<file path="src/rtl/imem_loader_pkg.sv">
// Shared types and constants for the instruction-memory loader.
package imem_loader_pkg;

   // Loader FSM state encoding
   typedef enum logic [1:0] {
      IDLE  = 2'd0,
      RECV  = 2'd1,
      WRITE = 2'd2,
      DONE  = 2'd3
   } state_e;

   localparam int unsigned BYTES_PER_WORD = 4;
   localparam int unsigned LANE_W         = 2;

endpackage

</file>
<file path="src/rtl/imem_word_packer.sv">
// Little-endian byte-to-word assembler: each pushed byte fills the next lane.
module imem_word_packer
   import imem_loader_pkg::*;
#(
   parameter int unsigned BITSIZE = 32
) (
   input  logic               i_clk,
   input  logic               i_rst,
   input  logic               i_clear,
   input  logic               i_push,
   input  logic [7:0]         i_data,
   output logic               o_word_full,
   output logic [BITSIZE-1:0] o_word
);

   logic [LANE_W-1:0]  r_byte_idx;
   logic [BITSIZE-1:0] r_word;

   // Lane register and lane counter; the counter wraps to 0 after the last lane
   always_ff @(posedge i_clk or posedge i_rst) begin
      if (i_rst) begin
         r_word     <= '0;
         r_byte_idx <= '0;
      end else if (i_clear) begin
         r_word     <= '0;
         r_byte_idx <= '0;
      end else if (i_push) begin
         r_word[{r_byte_idx, 3'b000} +: 8] <= i_data;
         r_byte_idx                        <= r_byte_idx + LANE_W'(1);
      end
   end

   // Flags the push that completes the word, so the FSM can move to WRITE
   always_comb begin
      o_word_full = i_push && (r_byte_idx == LANE_W'(BYTES_PER_WORD - 1));
      o_word      = r_word;
   end

endmodule

</file>
<file path="src/rtl/imem_loader.sv">
// Streams bytes into instruction memory words and releases the CPU when loaded.
module imem_loader
   import imem_loader_pkg::*;
#(
   parameter int unsigned BITSIZE    = 32,
   parameter int unsigned REGSIZE    = 32,
   parameter int unsigned ADDR_WIDTH = 5
) (
   input  logic                  i_clk,
   input  logic                  i_rst,
   input  logic                  i_start,
   input  logic [ADDR_WIDTH:0]   i_word_count,
   input  logic                  i_in_valid,
   input  logic [7:0]            i_in_data,
   output logic                  o_in_ready,
   output logic                  o_mem_we,
   output logic [ADDR_WIDTH-1:0] o_mem_addr,
   output logic [BITSIZE-1:0]    o_mem_wdata,
   output logic                  o_busy,
   output logic                  o_done,
   output logic                  o_error,
   output logic                  o_cpu_hold
);

   localparam int unsigned CW = ADDR_WIDTH + 1;

   state_e                r_state, w_state_nxt;
   logic [CW-1:0]         r_count, w_count_nxt;
   logic [ADDR_WIDTH-1:0] r_word_idx, w_word_idx_nxt;
   logic                  r_error, w_error_nxt;
   logic                  w_clear;
   logic                  w_push;
   logic                  w_word_full;
   logic [BITSIZE-1:0]    w_word;

   assign w_push = (r_state == RECV) && i_in_valid;

   imem_word_packer #(
      .BITSIZE (BITSIZE)
   ) u_packer (
      .i_clk       (i_clk),
      .i_rst       (i_rst),
      .i_clear     (w_clear),
      .i_push      (w_push),
      .i_data      (i_in_data),
      .o_word_full (w_word_full),
      .o_word      (w_word)
   );

   // State, word counter and sticky error registers
   always_ff @(posedge i_clk or posedge i_rst) begin
      if (i_rst) begin
         r_state    <= IDLE;
         r_count    <= '0;
         r_word_idx <= '0;
         r_error    <= 1'b0;
      end else begin
         r_state    <= w_state_nxt;
         r_count    <= w_count_nxt;
         r_word_idx <= w_word_idx_nxt;
         r_error    <= w_error_nxt;
      end
   end

   // Next-state logic; start is only honoured in IDLE and DONE
   always_comb begin
      w_state_nxt    = r_state;
      w_count_nxt    = r_count;
      w_word_idx_nxt = r_word_idx;
      w_error_nxt    = r_error;
      w_clear        = 1'b0;
      case (r_state)
         IDLE, DONE: begin
            if (i_start) begin
               if (i_word_count > CW'(REGSIZE)) begin
                  w_error_nxt = 1'b1;
                  w_state_nxt = IDLE;
               end else if (i_word_count == '0) begin
                  w_error_nxt = 1'b0;
                  w_state_nxt = DONE;
               end else begin
                  w_count_nxt    = i_word_count;
                  w_word_idx_nxt = '0;
                  w_clear        = 1'b1;
                  w_error_nxt    = 1'b0;
                  w_state_nxt    = RECV;
               end
            end
         end
         RECV: begin
            if (w_word_full) begin
               w_state_nxt = WRITE;
            end
         end
         WRITE: begin
            if ({1'b0, r_word_idx} == r_count - CW'(1)) begin
               w_state_nxt = DONE;
            end else begin
               w_word_idx_nxt = r_word_idx + ADDR_WIDTH'(1);
               w_state_nxt    = RECV;
            end
         end
         default: w_state_nxt = IDLE;
      endcase
   end

   // Outputs depend only on registered state
   always_comb begin
      o_in_ready  = (r_state == RECV);
      o_mem_we    = (r_state == WRITE);
      o_mem_addr  = r_word_idx;
      o_mem_wdata = (r_state == WRITE) ? w_word : '0;
      o_busy      = (r_state == RECV) || (r_state == WRITE);
      o_done      = (r_state == DONE);
      o_error     = r_error;
      o_cpu_hold  = (r_state != DONE);
   end

endmodule

</file>
<file path="config.mk">
export PLATFORM = sky130hd
export DESIGN_NAME = imem_loader
export DESIGN_NICKNAME = d
export VERILOG_FILES = /design/src/rtl/imem_loader_pkg.sv /design/src/rtl/imem_word_packer.sv /design/src/rtl/imem_loader.sv
export SDC_FILE = /design/constraint.sdc
export NUM_CORES = 1
export LEC_CHECK = 0
export CAP_MARGIN = 20
export CORE_AREA = 2 2 75 77
export CTS_CLUSTER_SIZE = 28
export DETAILED_ROUTE_END_ITERATION = 7
export DIE_AREA = 0 0 77 79
export HOLD_SLACK_MARGIN = 0.08
export PLACE_DENSITY = 0.78
export SLEW_MARGIN = 30
export SYNTH_ARGS = -nofsm -noshare
export SYNTH_HDL_FRONTEND = slang
export SYNTH_SLANG_ARGS = --single-unit
</file>
<file path="constraint.sdc">
create_clock -name i_clk -period 3.2 [get_ports i_clk]
set_clock_uncertainty 0.15 [all_clocks]
set_input_delay 0.8 -clock i_clk [delete_from_list [all_inputs] [get_ports i_clk]]
set_output_delay 0.8 -clock i_clk [all_outputs]
set_load 0.01 [all_outputs]
</file>
=== Yosys cells after proc, flatten, opt, wreduce, memory -nomap -nowiden ===
Index checks and enable logic that the tools add are counted.

* Output and inout bits: 43
* Logic and storage cells: 60
* Bits in registers: 48
* Input port bits: 18

* Bitwise logic cells: 2
* Shifts and indexed selects: 2
* Equal/unequal tests: 11
* Add/subtract/negate cells: 4
* Muxes and demuxes: 22
* Order comparisons: 1
* Reduce and logical (&&, ||, !) cells: 12

{| class="wikitable"
|+ Operator list
! operator !! count
|-
| 2-to-1 mux 32 bit || 3
|-
| bitwise mux 32 bit || 1
|-
| variable shift 8 x 7 -> 32 bit, first input constant || 1
|-
| variable part select 8 x 7 -> 32 bit || 1
|-
| 2-to-1 mux 5 bit || 4
|-
| 2-to-1 mux 2 bit || 7
|-
| != test 2 bit, second input constant || 5
|-
| one-hot mux 5 bit (2 select lines) || 1
|-
| negation 5 -> 7 bit || 1
|-
| equality test 2 bit, second input constant || 3
|-
| equality test 5 x 6 -> 1 bit || 1
|-
| greater-than comparator 6 bit, second input constant || 1
|-
| logical NOT 6 bit || 1
|-
| one-hot mux 2 bit (3 select lines) || 1
|-
| subtractor 6 x 1 -> 6 bit, second input constant || 1
|-
| adder 5 x 1 -> 5 bit, second input constant || 1
|-
| 2-to-1 mux 1 bit || 5
|-
| AND reduction 5 bit || 1
|-
| AND reduction 2 bit || 2
|-
| AND reduction 4 bit || 1
|-
| nonzero test 2 bit || 2
|-
| adder 2 x 1 -> 2 bit, second input constant || 1
|-
| equality test 2 x 1 -> 1 bit, second input constant || 1
|-
| logical AND 1 bit || 2
|-
| 5 further kinds || 6
|}

=== Depth between registers and ports, before layout ===
Gate-level depths: netlist of run 1.

* Depth in word-level cells: 6
* Mapped depth: 8
* Depth with buffers taken out: 7

=== Modules after synthesis ===
Synthesis of run 1 repeated with hierarchy kept, for this count alone.

* Cells, all modules: 257
* Area, all modules: 2725.1 um^2

{| class="wikitable"
|+ Modules (own cells, without submodules)
! module !! times used !! cells each !! sequential area each (um^2) !! area each (um^2)
|-
| imem_word_packer || 1 || 124 || 850.8 || 1591.5
|-
| imem_loader || 1 || 133 || 350.3 || 1133.6
|}

=== Least setup slack after synthesis of run 1 ===
OpenSTA, ideal clock, no wires.

* Path type: input to register
* From: input port i_word_count[4]
* To: register u_packer.r_word[24], in the netlist u_packer.o_word[24]
* Stages: 5
* Setup time: 0.067 ns
* Data arrival time: 2.447 ns
* Setup slack: 0.536 ns
* Buffers on the path: 0
* Required time: 2.983 ns
* Cells stage by stage: or4_4 -> or3_4 -> and3b_4 -> nor4b_4 -> a22o_1

* Word-level cells in the longest chain between the ends: 6
* Elaborated cells between the ends (all ways): 8
* Classes of those cells: order compare: 1; mux: 5; reduce/logical: 2

{| class="wikitable"
|+ Ends and longest elaborated chain
! item !! line !! RTL
|-
| start: declaration || imem_loader.sv:12 || <nowiki>input logic [ADDR_WIDTH:0] i_word_count,</nowiki>
|-
| parallel branches: the longest is 2 deep, another holds greater-than comparator 6 bit || n/a ||
|-
| 2-to-1 mux 1 bit (*) || imem_loader.sv:75 || <nowiki>if (i_word_count > CW'(REGSIZE)) begin</nowiki>
|-
| 2-to-1 mux 1 bit (*) || imem_loader.sv:74 || <nowiki>if (i_start) begin</nowiki>
|-
| 2-to-1 mux 1 bit (*) || imem_loader.sv:72 || <nowiki>case (r_state)</nowiki>
|-
| 2-to-1 mux 32 bit or nonzero test 2 bit (tied branches) || n/a ||
|-
| end signal: indexed assignment || imem_word_packer.sv:28 || <nowiki>r_word[{r_byte_idx, 3'b000} +: 8] <= i_data;</nowiki>
|-
| end: declaration || imem_word_packer.sv:17 || <nowiki>logic [BITSIZE-1:0] r_word;</nowiki>
|}

Mark *: on every way between the ends.
A chain may end at the register's enable or synchronous reset.

=== Worst setup path in the final report of run 1 ===
* From: input port i_word_count[4]
* To: register u_packer.r_word[30], in the netlist u_packer.o_word[30]

The elaborated chain is that of the path after synthesis.

==> flow_metrics.env, run 1 <==
export IMPL_dieWidth_um=77
export IMPL_die_area_um2=6080
export IMPL_ant_nets=0
export IMPL_period_needed_ns=2.87
export IMPL_grt_overflow=0
export IMPL_clk_latency_ns=0.31
export IMPL_routedWlPerCell_um=15.8
export IMPL_postSynthCellCount=248
export IMPL_synth_cell_type_count=40
export IMPL_crit_type="input pin to flip-flop"
export IMPL_core_area_um2=5340
export IMPL_max_slew_margin_pct=58.9
export IMPL_synth_warnings=0
export IMPL_drv_cap=0
export IMPL_fin_util_pct=63.4
export IMPL_synth_nets=276
export IMPL_post_cts_resized=0
export IMPL_vias=2103
export IMPL_endpoint_kind="flip-flop"
export IMPL_yosys_area_top_type_share_pct=47.7
export IMPL_buffer_ports_inserted=60
export IMPL_cts_tree="built"
export IMPL_hp_class="flip-flop to flip-flop"
export IMPL_outcome="finished, final reports clean"
export IMPL_hold_viol=0
export IMPL_crit_slowest_cell="or4_4"
export IMPL_grtUsageTotal_pct=21.9
export IMPL_ys_ff_latch=48
export IMPL_ctsHoldBuffers=0
export IMPL_numCtsBuffers=5
export IMPL_powerDensity_nw_per_um2=717
export IMPL_htree_levels=2
export IMPL_crit_path_start_kind="input pin"
export IMPL_seq_area_frac_synth_pct=47.7
export IMPL_row_count=27
export IMPL_cts_sinks=48
export IMPL_worstPathCellList="clkdlybuf4s50_1 -> or4_4 -> or3_4 -> and3b_4 -> nor4b_4 -> buf_4 -> a22o_1"
export IMPL_drt_iter0_markers=98
export IMPL_area_growth_synth_to_final_pct=34.5
export IMPL_cp_required_ns=3.30
export IMPL_via_per_inst=5.36
export IMPL_n_antenna_cell=0
export IMPL_drt_wl_total_um=6190
export IMPL_reg2reg_slack_ns=0.75
export IMPL_initial_core_util_pct=47.2
export IMPL_max_clock_path_buffers=2
export IMPL_leakage_nw=1.52
export IMPL_antenna_found_initial=0
export IMPL_slowest_delay_ns=0.57
export IMPL_clkSlewWorstSetupHoldPaths_ns=0.09
export IMPL_first_pass_iters=4
export IMPL_slew_violations=0
export IMPL_grt_pass1_vias=2189
export IMPL_worstPathArrival_ns=2.97
export IMPL_max_freq_ghz=0.349
export IMPL_cp_max_fo=8
export IMPL_synth_ff_type="dfrtp_1"
export IMPL_power_total_mw=2.43
export IMPL_drive_above_1_share_pct=9.06
export IMPL_async_flop_share_pct=100
export IMPL_yosysMostFrequentCell="dfrtp_1"
export IMPL_rsz0062_at_grt="no"
export IMPL_drc=0
export IMPL_place_gp_congestion=0.848
export IMPL_io_pins=61
export IMPL_synth_area_um2=2520
export IMPL_final_period_utilization_pct=89.6
export IMPL_ys_top_cells_by_area="dfrtp_1 48%, and2_1 8.2%, a22o_1 5.9%, a22oi_1 5.1%, ha_1 5.0%"
export IMPL_finalSetupViolCount=0
export IMPL_worst_slew_pin_transition_ns=0.610
export IMPL_avgSynthCellArea_um2=10.2
export IMPL_dp_hpwl_um=4480
export IMPL_synth_top_area_cell="dfrtp_1"
export IMPL_fp_dieH_um=79
export IMPL_whs_ns=0.349
export IMPL_ir_drop_uv=414
export IMPL_final_nets=347
export IMPL_grt_pass1_wl_um=10500
export IMPL_synth_edf_count=0
export IMPL_clockRootBuffer="clkbuf_8"
export IMPL_post_cts_buffers=0
export IMPL_tns_ns=0
export IMPL_synth_common_cells="48 x dfrtp_1, 33 x and2_1, 23 x nand2_1, 23 x nor2_1"
export IMPL_grt_max_degree=49
==> power breakdown <==
part,internal [mW],switching (mW)
sequential,0.749,0.141
clock,0.256,0.215
combinational,0.496,0.570
==> per-stage QoR <==
| stage | instance area, µm² | std cells | setup slack (ns) |
|---|---|---|---|
| floorplan | 2520 | 248 | 0.536 |
| global placement | 3260 | 384 | 0.0669 |
| detailed placement | 3260 | 384 | 0.0176 |
| CTS | 3390 | 392 | 0.317 |
| global route | 3390 | 392 | 0.226 |
| finish | 3390 | 392 | 0.333 |
==> metal layers <==
| metal | up-vias | part of all wire, % | track usage (%) |
|---|---|---|---|
| met5 | - | 0 | 0 |
| li1 | 1014 | - | - |
| met4 | 0 | 2.4 | 9.11 |
| met3 | 11 | 5.3 | 3.98 |
| met2 | 70 | 48 | 35.5 |
| met1 | 1008 | 45 | 29.1 |
==> final timing paths <==
check / startpoint / end / cells past startpoint
hold / removal: o_error / o_error / 2
hold reg to reg: o_error / o_error / 2
max in group asynchronous: i_rst / u_packer.o_word[28] / 3
setup reg to reg: r_count[0] / o_mem_addr[3] / 7
setup / recovery: i_word_count[4] / u_packer.o_word[30] / 7
min in group asynchronous: i_rst / r_count[0] / 3
==> logic make-up (layout without fill, tap and decap cells) <==
family                   count (synthesis)  count (layout)  share of synthesized area (%)
AND/OR/NAND/NOR                        100             100                           22.0
XOR/XNOR                                 7               7                           2.44
buffers and inverters                   25              97                           4.03
AO/OA/AOI/OAI                           56              56                           18.0
flip-flops                              48              48                           47.7
multiplexers                             2               2                          0.795
adder cells (fa/ha/maj)                 10              10                           4.97
==> cell type report <==
class | instances | area, µm²
clock buffer | 6 | 82.6
clock inverter | 2 | 38.8
fill | 464 | 1950
inverter | 16 | 60.1
multi-input combinational | 175 | 1210
sequential | 48 | 1200
tap | 72 | 90.1
timing repair buffer | 73 | 698
==> worst max-delay path, delay by kind of cell <==
kind                   cells  cell delay (ns)
AND/OR/NAND/NOR            4             1.41
buffers and inverters      2             0.62
AO/OA/AOI/OAI              1             0.13
==> sequential cells by signal, summed over array words and instances (netlist names) <==
signal               count
o_mem_addr               5
r_count                  6
u_packer.o_word         32
r_state                  2
u_packer.r_byte_idx      2
o_error                  1
==> layout by cell type (no fill, tap or decap), types with 2 or more instances in the layout <==
| cell type | count |
|---|---|
| clkdlybuf4s50_1 | 60 |
| o22a_1 | 2 |
| nor4b_1 | 2 |
| o21ai_0 | 4 |
| xor2_1 | 4 |
| nand4_1 | 2 |
| a31oi_1 | 2 |
| xnor2_1 | 3 |
| mux2i_1 | 2 |
| a21oi_4 | 2 |
| and2_1 | 33 |
| inv_1 | 15 |
| a221oi_1 | 5 |
| nor4_1 | 2 |
| o22ai_1 | 2 |
| nor2_1 | 23 |
| dfrtp_1 | 48 |
| a22o_1 | 17 |
| nand2_1 | 23 |
| nand3_1 | 4 |
| ha_1 | 10 |
| clkbuf_8 | 6 |
| a22oi_1 | 17 |
| buf_4 | 13 |
No activity file was read; power rests on OpenSTA's default activity.
==> run 2, diff against run 1 <==
--- a/config.mk
+++ b/config.mk
@@ -11,4 +11,5 @@
 export DETAILED_ROUTE_END_ITERATION = 7
 export DIE_AREA = 0 0 77 79
+export GPL_TIMING_DRIVEN = 0
 export HOLD_SLACK_MARGIN = 0.08
 export PLACE_DENSITY = 0.78
==> constraint.sdc (replaced) <==
create_clock -name i_clk -period 3.2 [get_ports i_clk]
set_clock_uncertainty 0.15 [all_clocks]
set_input_delay 0.64 -clock i_clk [delete_from_list [all_inputs] [get_ports i_clk]]
set_output_delay 0.64 -clock i_clk [all_outputs]
set_load 0.01 [all_outputs]
==> flow_metrics.env, run 2 (synthesis gave the netlist of run 1 again) <==
export IMPL_cts_tree="built"
export IMPL_hold_path_depth=2
export IMPL_antenna_found_initial=0
export IMPL_largest_reg_flops=32
export IMPL_via_per_inst=5.53
export IMPL_final_period_utilization_pct=95.4
export IMPL_powerDensity_nw_per_um2=702
export IMPL_final_common_cell="clkdlybuf4s50_1"
export IMPL_max_slew_margin_pct=46.9
export IMPL_place_gp_congestion=0.883
export IMPL_fp_dieH_um=79
export IMPL_area_growth_synth_to_final_pct=31.9
export IMPL_drive_above_1_share_pct=7.94
export IMPL_cts_sinks=48
export IMPL_dp_cells=380
export IMPL_initial_core_util_pct=47.2
export IMPL_outcome="finished, final reports clean"
export IMPL_r2r_start="r_state[1]"
export IMPL_leakage_nw=1.48
export IMPL_routedWlPerCell_um=15.9
export IMPL_grt_pass1_wl_um=10100
export IMPL_reg2reg_depth=8
export IMPL_dieWidth_um=77
export IMPL_hp_class="flip-flop to flip-flop"
export IMPL_row_count=27
export IMPL_rsz0062_at_grt="no"
export IMPL_whs_ns=0.344
export IMPL_dp_hpwl_um=4400
export IMPL_clk_latency_ns=0.30
export IMPL_first_pass_iters=4
export IMPL_max_clock_path_buffers=2
export IMPL_final_nets=343
export IMPL_reg2reg_slack_ns=0.66
export IMPL_grtUsageTotal_pct=21.0
export IMPL_clkSlewWorstSetupHoldPaths_ns=0.09
export IMPL_period_needed_ns=3.05
export IMPL_ir_drop_uv=318
export IMPL_grt_pass1_vias=2060
export IMPL_htree_levels=2
export IMPL_fill_cells=492
export IMPL_finalSetupViolCount=0
export IMPL_drv_cap=0
export IMPL_die_area_um2=6080
export IMPL_hold_viol=0
export IMPL_crit_type="flip-flop to output pin"
export IMPL_core_area_um2=5340
export IMPL_buffer_ports_inserted=60
export IMPL_n_antenna_cell=0
export IMPL_clockRootBuffer="clkbuf_8"
export IMPL_max_freq_ghz=0.328
export IMPL_ant_nets=0
export IMPL_io_pins=61
export IMPL_vias=2140
export IMPL_drc=0
export IMPL_worstPathArrival_ns=2.26
export IMPL_fin_util_pct=62.2
export IMPL_grt_overflow=0
export IMPL_fin_cells=387
export IMPL_cp_required_ns=2.41
export IMPL_cp_max_fo=10
export IMPL_min_to="o_error"
export IMPL_endpoint_kind="output pin"
export IMPL_numCtsBuffers=5
export IMPL_worstHoldStart="o_error"
export IMPL_drt_wl_total_um=6140
export IMPL_rr_endpoint="u_packer.o_word[23]"
export IMPL_drt_iter0_markers=97
export IMPL_worst_slew_pin_transition_ns=0.794
export IMPL_grt_max_degree=49
export IMPL_slew_violations=0
export IMPL_crit_path_start_kind="flip-flop"
export IMPL_layout_common_cells="60 x clkdlybuf4s50_1, 48 x dfrtp_1, 33 x and2_1, 23 x nand2_1, 23 x nor2_1"
## run 2: changes by cell type in the layout (fill, tap and decap cells not counted), sizes merged
cell and change:
buf -9, clkbuf +5, bufinv -1
## run 2: routing by layer
layer  wire length, µm  GRT usage, %
met1              2710          27.1
met2              3030          36.0
met3               314          4.55
met4                91          6.07
met5                 0             0
## run 2: where the power goes
| group | switching [mW] | internal (mW) | total, mW |
|---|---|---|---|
| combinational | 0.588 | 0.486 | 1.07 |
| sequential | 0.132 | 0.749 | 0.881 |
| clock | 0.204 | 0.173 | 0.376 |
| total | 0.923 | 1.41 | 2.33 |
## run 2: layout make-up
cell class	instances	area (µm²)	share of cell area (%)
plain buffers	9	46.3	1.39
clock buffers	6	82.6	2.49
clock inverters	1	8.76	0.264
inverters	16	62.6	1.88
multi-input cells	175	1230	37.0
flip-flops and latches	48	1200	36.2
well taps	72	90.1	2.71
repair buffers	60	601	18.1
## run 2: worst max path at each step
stage,depth (start not counted),end,startpoint
floorplan,5,u_packer.o_word[24],i_word_count[4]
global placement,7,u_packer.o_word[1],i_in_valid
detailed placement,6,u_packer.o_word[8],i_word_count[4]
CTS,6,o_mem_wdata[1],r_state[0]
global route,6,o_mem_wdata[6],r_state[0]
finish,6,o_mem_wdata[6],r_state[0]
## run 2: repair_timing
action / 4_1_cts / 5_1_grt
setup endpoints to repair: 30 / 20
gates resized for setup: 2 / 4
buffers inserted: 0 / 0
hold buffers: 0 / 0
## run 2: through the flow
step | setup TNS (ns) | instance area, µm² | total power, mW | worst slack (ns)
floorplan | 0 | 2520 | 1.58 | 0.696
global placement | -2.94 | 3210 | 1.91 | -0.219
detailed placement | 0 | 3220 | 1.96 | 0.00353
CTS | 0 | 3320 | 2.34 | 0.0554
global route | 0 | 3320 | 2.50 | 0.0177
finish | 0 | 3320 | 2.33 | 0.147
## run 2: critical path, stage by stage (launching register included)
cell             delay, ns
dfrtp_1               0.42
inv_1                 0.07
ha_1                  0.23
clkbuf_2              0.27
clkbuf_2              0.25
and2_1                0.18
clkdlybuf4s50_1       0.54
==> run 3, diff against run 2 <==
SKIP_CTS_REPAIR_TIMING = 1   (was unset)
==> results of run 3 <==
The final DEF is identical to that of run 2; final timing and power are the same.
Main changes from that run: via count of the first global-routing pass 2060 -> 2051
